$ cat src/rtl/fetch_pkg.sv
// Shared types for the instruction-fetch front end.
// Holds the sequencer state encoding and the buffered fetch entry.
package fetch_pkg;

    typedef enum logic [1:0] {
        IDLE  = 2'd0,
        RUN   = 2'd1,
        FAULT = 2'd2
    } fetch_state_t;

    typedef struct packed {
        logic [63:0] pc;
        logic [31:0] instr;
    } fetch_entry_t;

    function automatic logic [63:0] word_index(input logic [63:0] byte_pc);
        return {2'b00, byte_pc[63:2]};
    endfunction

endpackage

$ cat src/rtl/fetch_buffer.sv
// Two-entry FIFO of fetch entries between the memory return path
// and decode; flush empties it in one cycle.
module fetch_buffer
    import fetch_pkg::*;
(
    input  logic         clk,
    input  logic         reset,
    input  logic         flush,
    input  logic         push,
    input  fetch_entry_t push_entry,
    input  logic         pop,
    output fetch_entry_t head,
    output logic [1:0]   count
);

    fetch_entry_t slots [2];
    logic         rd_ptr;
    logic         wr_ptr;

    always_ff @(posedge clk) begin
        if (reset || flush) begin
            rd_ptr <= 1'b0;
            wr_ptr <= 1'b0;
            count  <= 2'd0;
        end else begin
            if (push) wr_ptr <= ~wr_ptr;
            if (pop)  rd_ptr <= ~rd_ptr;
            count <= count + {1'b0, push} - {1'b0, pop};
        end
    end

    // Payload storage needs no reset; count qualifies it.
    always_ff @(posedge clk) begin
        if (push) slots[wr_ptr] <= push_entry;
    end

    assign head = slots[rd_ptr];

    always_ff @(posedge clk) begin
        if (!reset && !flush) begin
            assert (!(push && !pop && count == 2'd2));
            assert (!(pop && count == 2'd0));
        end
    end

endmodule

$ cat src/rtl/fetch_controller.sv
// Fetch sequencer: issues word addresses to a one-cycle synchronous
// IMEM and hands {pc, instr} to decode through a 2-entry buffer.
module fetch_controller
    import fetch_pkg::*;
#(
    parameter logic [63:0] RESET_PC   = 64'h0,
    parameter int          IMEM_DEPTH = 1024,
    parameter int          BUF_DEPTH  = 2
) (
    input  logic        clk,
    input  logic        reset,
    input  logic        start,
    input  logic        stop,
    input  logic        redirect_valid,
    input  logic [63:0] redirect_pc,
    output logic [63:0] imem_addr,
    output logic        imem_en,
    input  logic [31:0] imem_instruction,
    output logic        out_valid,
    input  logic        out_ready,
    output logic [31:0] out_instr,
    output logic [63:0] out_pc,
    output logic        fault,
    output logic        busy
);

    fetch_state_t state;
    fetch_state_t state_next;
    logic [63:0]  pc;
    logic [63:0]  issued_pc;
    logic         inflight;
    logic         fault_next;
    logic [1:0]   count;
    logic [2:0]   credits;
    logic         pc_in_range;
    logic         target_in_range;
    logic         target_aligned;
    logic         fetch_slot;
    logic         issue;
    logic         range_fault;
    logic         push;
    logic         pop;
    fetch_entry_t head;
    fetch_entry_t push_entry;

    assign pc_in_range     = pc[63:2] < 62'(IMEM_DEPTH);
    assign target_in_range = redirect_pc[63:2] < 62'(IMEM_DEPTH);
    assign target_aligned  = redirect_pc[1:0] == 2'b00;

    // A slot is free if an entry leaves this cycle, even while one returns.
    assign credits = 3'(BUF_DEPTH) - {1'b0, count}
                   - {2'b00, inflight} + {2'b00, pop};

    always_comb begin
        state_next  = state;
        fault_next  = fault;
        fetch_slot  = (state == RUN) && !redirect_valid && !stop
                   && (credits != 3'd0);
        issue       = fetch_slot && pc_in_range;
        range_fault = fetch_slot && !pc_in_range;
        if (redirect_valid && state != IDLE) begin
            if (!target_aligned) begin
                state_next = FAULT;
                fault_next = 1'b1;
            end else if (state == RUN || target_in_range) begin
                state_next = RUN;
                fault_next = 1'b0;
            end
        end else begin
            unique case (state)
                IDLE: begin
                    if (start) state_next = RUN;
                end
                RUN: begin
                    if (stop) begin
                        state_next = IDLE;
                    end else if (range_fault) begin
                        state_next = FAULT;
                        fault_next = 1'b1;
                    end
                end
                FAULT: state_next = FAULT;
                default: state_next = IDLE;
            endcase
        end
    end

    always_ff @(posedge clk) begin
        if (reset) begin
            state     <= IDLE;
            pc        <= RESET_PC;
            issued_pc <= 64'd0;
            inflight  <= 1'b0;
            fault     <= 1'b0;
        end else begin
            state    <= state_next;
            fault    <= fault_next;
            inflight <= issue;
            if (redirect_valid) pc <= redirect_pc;
            else if (issue)     pc <= pc + 64'd4;
            if (issue) issued_pc <= pc;
        end
    end

    // Returning data is dropped on a redirect together with the buffer.
    assign push             = inflight && !redirect_valid;
    assign push_entry.pc    = issued_pc;
    assign push_entry.instr = imem_instruction;

    assign out_valid = (count != 2'd0) && !redirect_valid;
    assign pop       = out_valid && out_ready;

    fetch_buffer u_buffer (
        .clk        (clk),
        .reset      (reset),
        .flush      (redirect_valid),
        .push       (push),
        .push_entry (push_entry),
        .pop        (pop),
        .head       (head),
        .count      (count)
    );

    assign imem_addr = word_index(pc);
    assign imem_en   = issue;
    assign out_pc    = out_valid ? head.pc : 64'd0;
    assign out_instr = out_valid ? head.instr : 32'd0;
    assign busy      = (state == RUN) || inflight;

    always_ff @(posedge clk) begin
        if (!reset) begin
            assert (!(imem_en && state != RUN));
            assert ({1'b0, count} + {2'b00, inflight} <= 3'd2);
        end
    end

endmodule

$ cat config.mk
export PLATFORM = sky130hd
export DESIGN_NAME = fetch_controller
export DESIGN_NICKNAME = d
export VERILOG_FILES = /design/src/rtl/fetch_pkg.sv /design/src/rtl/fetch_buffer.sv /design/src/rtl/fetch_controller.sv
export SDC_FILE = /design/constraint.sdc
export NUM_CORES = 1
export LEC_CHECK = 0
export ABC_CLOCK_PERIOD_IN_PS = 6110
export CAP_MARGIN = 15
export CELL_PAD_IN_SITES_DETAIL_PLACEMENT = 0
export CELL_PAD_IN_SITES_GLOBAL_PLACEMENT = 1
export CORE_MARGIN = 8
export CORE_UTILIZATION = 37
export CTS_CLUSTER_DIAMETER = 100
export CTS_CLUSTER_SIZE = 16
export DETAILED_ROUTE_END_ITERATION = 12
export HOLD_SLACK_MARGIN = 0.06
export PLACE_DENSITY_LB_ADDON = 0.15
export SYNTH_ARGS = -nofsm -noshare
export SYNTH_HDL_FRONTEND = slang
export SYNTH_SLANG_ARGS = --single-unit
$ cat constraint.sdc
create_clock -name clk -period 6.11 [get_ports clk]
set_clock_uncertainty 0.1 [all_clocks]
set_input_delay 1.222 -clock clk [delete_from_list [all_inputs] [get_ports clk]]
set_output_delay 1.222 -clock clk [all_outputs]
set_load 0.01 [all_outputs]
After elaboration in Yosys (flattened, before gate mapping)
Memory sizes are Yosys's and may differ from the RTL's. A register that Yosys moved wholly into a read port is not among the register bits.
Index checks and enable logic that the tools add are counted.
- register bits after elaboration: 136
- RAM bits: 192
- word-level logic and storage cells: 71
- memories: 1
- memory list (memory ; depth ; bits a word ; read ports ; clocked after Yosys merged registers in ; wr ports ; RTL line ; text):
    u_buffer.slots ; 2 ; 96 ; 1 ; 1 ; 1 ; fetch_buffer.sv:16 ; fetch_entry_t slots [2];
- $add $sub $neg: 6
- order comparisons: 2
- equality and inequality tests: 6
- multiplexer cells: 21
- bitwise operators: 2
- reductions and logical operators: 25
- operators with widths (cell ; count):
    $mux W64 ; 3
    $lt A62 B11 Y1 const B ; 2
    $add A64 B3 Y64 const B ; 1
    $mux W32 ; 1
    $mux W2 ; 6
    $mux W1 ; 10
    $reduce_bool A2 Y1 ; 5
    $logic_and A1 B1 Y1 ; 9
    $pmux W2 S3 ; 1
    $logic_not A2 Y1 ; 2
    $ne A4 B4 Y1 const B ; 1
    $reduce_and A4 Y1 ; 1
    $add A3 B1 Y3 ; 1
    $logic_not A1 Y1 ; 3
    $logic_or A1 B1 Y1 ; 3
    $ne A3 B2 Y1 const B ; 1
    $ne A3 B3 Y1 const B ; 1
    $reduce_and A3 Y1 ; 1
    $reduce_bool A3 Y1 ; 1
    $sub A2 B2 Y3 const A ; 1
    $sub A3 B1 Y3 ; 1
    $add A2 B1 Y2 ; 1
    $eq A2 B1 Y1 const B ; 1
    $eq A2 B2 Y1 const B ; 1
    3 further kinds ; 4

Longest topological paths before layout
- depth in word-level cells: 11
- gate-level depth with buffers: 12
- mapped depth without buffers: 11

Modules after synthesis
A second synthesis with hierarchy kept.
- cell total of the unflattened synthesis: 984
- area total of the unflattened synthesis: 13300.3 µm²
- by module, submodules not included (module ; instances ; cells an instance ; area an instance (µm²) ; sequential area each (µm²)):
    fetch_buffer ; 1 ; 318 ; 7338.3 ; 5865.6
    fetch_controller ; 1 ; 666 ; 5962.0 ; 2642.5

Worst setup path before layout
OpenSTA, ideal clock, no wires.
- path type: input -> register
- from: input redirect_valid
- to: memory u_buffer.slots[0][0] (netlist name), enable pin
- library setup time: 563 ps
- arrival time: 5817 ps
- data required time: 5447 ps
- setup slack: -370 ps
- stages: 3
- path through: clkbuf_1 nor2b_1 nor2b_1
- cells in the longest elaborated chain, start to end: 4
- ends and longest elaborated chain (what ; RTL line ; text):
    from (decl) ; fetch_controller.sv:14 ; input logic redirect_valid,
    $logic_not A1 Y1 ; n/a ;
    $logic_and A1 B1 Y1 ; fetch_controller.sv:106 ; assign push = inflight && !redirect_valid;
    named net push ; fetch_controller.sv:41 ; logic push;
    $mux W1 ; fetch_buffer.sv:34 ; if (push) slots[wr_ptr] <= push_entry;
    $mux W1 (implied by the code) ; fetch_buffer.sv:34 ;
    to (decl) ; fetch_buffer.sv:16 ;
The timed path passes the listed nets, and every way through them passes these cells.

Worst setup path after layout
- from: input out_ready
- to: output imem_en
- cells in the longest elaborated chain, start to end: 5
- ends and longest elaborated chain (what ; RTL line ; text):
    from (decl) ; fetch_controller.sv:20 ; input logic out_ready,
    $logic_and A1 B1 Y1 ; fetch_controller.sv:111 ; assign pop = out_valid && out_ready;
    $add A3 B1 Y3 ; fetch_controller.sv:52 ; - {2'b00, inflight} + {2'b00, pop};
    $reduce_bool A3 Y1 ; fetch_controller.sv:58 ; && (credits != 3'd0);
    $logic_and A1 B1 Y1 ; fetch_controller.sv:58 ;
    $logic_and A1 B1 Y1 ; fetch_controller.sv:59 ; issue = fetch_slot && pc_in_range;
    to (decl) ; fetch_controller.sv:17 ; output logic imem_en,
Every way passes these cells.

==> summary.txt <==
STA
  • Setup_tns: 0 ns
  • Worst Hold Slack: 0.333 ns
  • Slew HR: approximately 29%
  • Fmax: around 0.18 GHz
  • Slew Viols, Final: 0
  • Tcrit/Tclk final: between 90% and 100%
  • Unrepaired setup endpoints after global routing: false
  • Final setup viols: 0
  • Final Hold Violating Endpoints: 0
  • Least-Margin Pin Slew: 1.07 ns
  • Min Tclk post-route: about 5.6 ns

Critical path
  • CP cell instances: clkdlybuf4s50_1, nand2_1, fa_1, ha_1, and3b_1, or4_1, or3_1, nor2_1, clkdlybuf4s50_1
  • Most frequent cell on the critical path: clkdlybuf4s50_1
  • WP data required: between 4 and 5 ns
  • CP startpoint kind: input port
  • Crit path DAT: 4.24 ns
  • Crit end category: output pin
  • Largest stage delay, worst path: ~0.57 ns
  • Worst-path fanout max: 4
  • Setup CP Type: in2out
  • Slowest-stage cell, CP: clkdlybuf4s50_1

Global route
  • First-pass GRT wire length: 48.0 mm
  • Largest net degree at the start of global routing: 97
  • Gr ovfl total: 0
  • Initial antenna violation count: 0
  • GR Util All Layers: 14.5%
  • Vias in the first global route: roughly 8,300

Synthesis
  • Cell count after synthesis: ~1,000
  • Synth async-reset ratio: 0%
  • Dominant cell type by area after synthesis: edfxtp_1
  • Ys Warns: 0
  • Commonest cells post-synth: edfxtp_1 (192), nor2_1 (159), mux2i_1 (150), dfxtp_1 (137), buf_4 (64)
  • Top cell type's share of synthesized area: ~45%
  • Sequential share of the synthesized area: ~66%
  • Post-synthesis mux area share: a little under an eighth
  • Top cells by area, synth: edfxtp_1 (45%), dfxtp_1 (21%), mux2i_1 (12%)
  • Synthesis-stage register bit count: 329
  • Ys flop type: edfxtp_1
  • Synth Area in XOR/XNOR: less than 1%
  • Largest family of logic cells by synthesized area: simple AND/OR/NAND/NOR gates
  • Synth Area in Adders: less than 1%
  • Number of flops mapped to enable cells by yosys: about 190
  • Simple-gate area share of the yosys netlist: ~13%
  • Yosys cell types: 46
  • Most common cell in the netlist: edfxtp_1
  • Mapped Avg Cell Area: 12.8 sq um
  • Compound-Gate Fraction of Synth Area: roughly 3.0%
  • Post-Syn Area: about 0.013 sq mm

Detailed routing
  • DRC: 0
  • 1st-iter DRT viols: between 200 and 300
  • Detail Route met2 WL: 13.9 mm
  • Initial DRT Pass Iterations: 4
  • Highest layer used for signal routing: met4
  • DRT antenna net count: 0
  • Via count: ~8,000
  • Post-Route M1 WL: around 14 mm
  • Final wirelength: between 30 and 40 mm
  • Wire length on met3: 2.42 mm
  • Via-to-Cell Ratio: between 4 and 5
  • Avg WL per Cell: about 19 um

CTS
  • # hold bufs at CTS: 0
  • CTS resizes: 0
  • Deepest clock path buffer count: 3
  • Clock root cell: clkbuf_16
  • Post-CTS setup buffers: 0
  • Num CTS Buffers: 24
  • Depth of the CTS H-tree: 1
  • CTS tree: done
  • CTS sink cnt: 329
  • Clock Latency Late Sink: approximately 0.52 ns
  • Clock transition at path regs: ~0.07 ns

Layout
  • Antenna diode count: 0
  • Share of cells above drive strength 1: 4.15%
  • Finished Cell Area: 0.0162 sq mm
  • Util after Layout: a little under half
  • Nets: between 1,000 and 1,500
  • Final cell count without fillers: 1,661
  • Synthesis-to-finish area growth: 26.2%

Min path
  • Hold Path Class: reg2reg

Floorplanning
  • Starting Density: 37.4%
  • Die extent in y: just over 200 um
  • Die Span X: 202 um
  • DIE AREA: just over 0.04 sq mm
  • Row cnt: 68
  • I/O pins: roughly 270
  • Core box area: 0.0344 sq mm

Placed design
  • Placed Area: ~0.016 sq mm
  • Dpl hpwl: around 20 mm
  • I/O Buffers: approximately 260
  • Routability cong.: 0.723
  • Placed cells: around 1,600

Power
  • Maximum vdd drop: 0.166 mV
  • PwrDens: 255 mW/mm^2
  • Leakage: 0.00560 uW

Job
  • # Max-Cap Violations: 0

Run status
  • Outcome: completed
-- per-stage QoR --
step / total power [uW] / setup WS (ns)
6_report: 4130 / 0.545
4_1_cts: 4200 / 0.514
3_5_place_dp: 2690 / 0.537
5_1_grt: 4280 / 0.410
2_1_floorplan: 2560 / 1.12
3_3_place_gp: 2690 / 0.559
-- state kept, by name (all words and copies together) (netlist names), named ones only --
signal / cells
fault: 1
u_buffer.wr_ptr: 1
pc: 64
u_buffer.rd_ptr: 1
state: 2
u_buffer.slots: 192
inflight: 1
issued_pc: 64
u_buffer.count: 2
-- routing by layer --
metal	vias up	GRT usage, %
met3	30	4.67
met5	-	0
met4	0	2.46
met1	3829	19.3
li1	3893	-
met2	214	23.0
-- path summary, 6_finish.rpt --
| check | slack, ns | cells past startpoint | startpoint | endpoint |
|---|---|---|---|---|
| worst max-delay path | 0.55 | 9 | out_ready | imem_en |
| worst min-delay path | 0.33 | 0 | issued_pc[30] | u_buffer.slots[0][62] |
| worst max register to register | 2.92 | 10 | u_buffer.count[0] | pc[7] |
| worst min register to register | 0.33 | 0 | issued_pc[30] | u_buffer.slots[0][62] |
-- critical path, delay by kind of cell --
| family | cells | cell delay, ns |
|---|---|---|
| and+or+nand+nor | 5 | 1.35 |
| buffers and inverters | 2 | 1.02 |
| adders and majority gates | 2 | 0.65 |
-- placed cells by master (no fill, tap or decap), types with 7 or more instances in the layout --
master,count
nor3_1,13
clkbuf_16,25
mux2i_1,150
a21oi_1,15
edfxtp_1,192
clkdlybuf4s50_1,261
buf_4,16
nor3b_1,8
inv_1,8
nor2_1,159
clkbuf_1,17
nand3b_1,7
nand3_1,17
o21ai_0,14
o211ai_1,9
nor4_1,29
and2_1,52
nand2_1,17
o221ai_1,7
dfxtp_1,136
-- power breakdown --
part / internal [uW] / switching [uW] / leakage, uW
logic: 142 / 115 / 0.00210
registers: 2350 / 29.5 / 0.00317
clock network: 766 / 727 / 0.000333
total: 3260 / 872 / 0.00560
-- layout make-up --
class / instances / area [sq um]
clock buffer: 42 / 689
tap: 455 / 569
timing repair buffer: 277 / 2730
sequential: 329 / 8510
clock inverter: 1 / 8.76
inverter: 8 / 30.0
multi-input combinational: 549 / 3670
fill: 3163 / 18200
-- logic make-up (layout without fill, tap and decap cells) --
family,after synthesis,in the layout
flip-flops,329,329
AND/OR/NAND/NOR,327,327
multiplexers,150,150
buffers and inverters,128,328
AO/OA/AOI/OAI,60,60
adder cells (fa/ha/maj),5,5
XOR/XNOR,5,5
other,1,2
Power figures use the tool's default switching activity.
==> RTL change (config.mk and constraints unchanged) <==
Register the output `fault` once more, without a reset; this adds one clock of latency there. The other outputs are not delayed to match.
--- a/src/rtl/fetch_controller.sv
+++ b/src/rtl/fetch_controller.sv
@@ -23,6 +23,8 @@
     output logic        fault,
     output logic        busy
 );
+
+    logic fault_s0;
 
     fetch_state_t state;
     fetch_state_t state_next;
@@ -53,7 +55,7 @@
 
     always_comb begin
         state_next  = state;
-        fault_next  = fault;
+        fault_next  = fault_s0;
         fetch_slot  = (state == RUN) && !redirect_valid && !stop
                    && (credits != 3'd0);
         issue       = fetch_slot && pc_in_range;
@@ -91,10 +93,10 @@
             pc        <= RESET_PC;
             issued_pc <= 64'd0;
             inflight  <= 1'b0;
-            fault     <= 1'b0;
+            fault_s0  <= 1'b0;
         end else begin
             state    <= state_next;
-            fault    <= fault_next;
+            fault_s0 <= fault_next;
             inflight <= issue;
             if (redirect_valid) pc <= redirect_pc;
             else if (issue)     pc <= pc + 64'd4;
@@ -134,5 +136,9 @@
         end
     end
 
+    always_ff @(posedge clk) begin
+        fault <= fault_s0;
+    end
+
 endmodule
 
Behaviour: not the same (a bounded check fails within 4 cycles, from zero or initial values and one cycle with reset high).
==> RTL change against the unedited design <==
- cell count rose by 0.12%
- sequential cell count grew 1
- cell area is 0.25% higher
- synthesized area grew 0.16%
- total power rose by 0.28%
- worst setup slack worse by 140 ps
- routed wire length shrank 0.33%
- utilization up 0.12 points
- critical path type unchanged
- critical endpoint unchanged
- largest cell class unchanged
==> RTL change: results (changes against the unedited design) <==
stage;metric;value;unit;change
outcome;status;completed;;unchanged
synthesis;Seq/Total Area, Yosys;0.663;;was 0.662
clock_network;Worst-path clk slew;80;ps;
route;TritonRoute pass-1 iters;4;;unchanged
power_and_ir_drop;Peak VDD IR;0.000191;V;was 0.000166 V
synthesis;top post-synthesis cells by area;edfxtp_1 (45%), dfxtp_1 (21%), mux2i_1 (12%);;unchanged
worst_setup_path;family with the most delay on the worst path;simple AND/OR/NAND/NOR gates;;unchanged
global_route;number of global-route vias before repair;7970;;was 8254
worst_setup_path;worst reg-to-reg path cell count;11;;was 10
global_route;GRT Util Overall;0.144;;was 0.145
synthesis;Post-synth EDFFs;192;;unchanged
route;Total Wirelength;30800;µm;was 30900 µm
synthesis;Synth Flop Type;edfxtp_1;;unchanged
clock_network;htree depth;1;;unchanged
synthesis;complex-gate fraction of the synthesized area;0.0304;;was 0.0305
synthesis;fraction of registers with async set/reset;0;;unchanged
worst_setup_path;Data arrival, critical path;4380;ps;was 4240 ps
synthesis;XOR/XNOR Fraction of Synth Area;0.00340;;was 0.00341
layout;final net count;1298;;was 1296
layout;# diodes;0;;unchanged
placement;port bufs;263;;unchanged
synthesis;Post-synth top cells;edfxtp_1 (192), nor2_1 (159), mux2i_1 (150);;unchanged
synthesis;mux contribution to synthesized area;0.117;;about the same
clock_network;Clk Latency, worst-skew pair;520;ps;about the same
clock_network;total setup buffers inserted after CTS;0;;unchanged
route;Vias;7911;;was 7966
placement;HPWL Detailed;20600;µm;was 20400 µm
synthesis;post-synthesis adder-cell area fraction;0.00544;;was 0.00545
global_route;initial antenna violation count;1;;was 0
layout;biggest regs;u_buffer.slots (192), issued_pc (64), pc (64);;unchanged
timing;actual slew at the worst max-slew pin;1080;ps;was 1070 ps
clock_network;total CTS buffers;24;;unchanged
worst_setup_path;Critical Path Fanout Max;4;;unchanged
worst_hold_path;hold path cells;0;;unchanged
global_route;first-pass GRT wire length;47500;µm;was 48000 µm
route;Iter 0 DRT Violations;321;;was 264
power_and_ir_drop;switching portion of total power;0.212;;was 0.211
layout;layout cell share with drive strength beyond 1;0.0422;;was 0.0415
power_and_ir_drop;Static Leak;5.62;nW;was 5.60 nW
placement;GPL Wtd Cong;0.746;;was 0.723
placement;Placement Cell Area;0.0156;mm²;was 0.0155 mm²
-- RTL change: power by group through the flow --
stage | combinational [mW] | clock (mW) | sequential (mW)
global placement | 0.256 | 0 | 2.44
global route | 0.278 | 1.63 | 2.39
finish | 0.255 | 1.50 | 2.39
detailed placement | 0.258 | 0 | 2.44
CTS | 0.260 | 1.55 | 2.39
floorplan | 0.135 | 0 | 2.43
-- RTL change: routing by layer --
layer,track usage,vias up,share of wire
met1,0.191,3775,0.46
met2,0.228,213,0.44
met3,0.0505,33,0.088
met5,0,-,0.00029
li1,-,3888,-
met4,0.0256,2,0.012
-- RTL change: final cells by class --
type / count / area (µm²)
fill: 3112 / 18100
sequential: 330 / 8530
multi-input combinational: 549 / 3670
timing repair buffer: 278 / 2750
clock buffer: 42 / 689
tap: 455 / 569
inverter: 8 / 30.0
clock inverter: 1 / 8.76
-- RTL change: stage by stage --
| step | utilization | instances | worst slack (ps) |
|---|---|---|---|
| after global placement | 0.453 | 1620 | 396 |
| after floorplan | - | 1007 | 1120 |
| after global routing | 0.473 | 1663 | 298 |
| after detailed placement | 0.453 | 1620 | 383 |
| after CTS | 0.473 | 1663 | 368 |
| final | 0.473 | 1663 | 408 |
-- RTL change: cell families after synthesis --
kind of cell	count (synthesis)
DFF	330
and+or+nand+nor	327
muxes	150
buffers and inverters	128
AOI/OAI and AO/OA	60
adders and majority gates	5
xor gates and xnor gates	5
other	1
-- RTL change: worst paths after layout --
kind / from / slack, ps / endpoint
hold / removal: fault_s0$_SDFFE_PP0P_ / 280 / fault$_DFF_P_
setup reg to reg: u_buffer.count[0]$_SDFF_PP0_ / 2850 / issued_pc[50]$_SDFFE_PP0P_
setup / recovery: out_ready / 410 / imem_en
hold reg to reg: fault_s0$_SDFFE_PP0P_ / 280 / fault$_DFF_P_
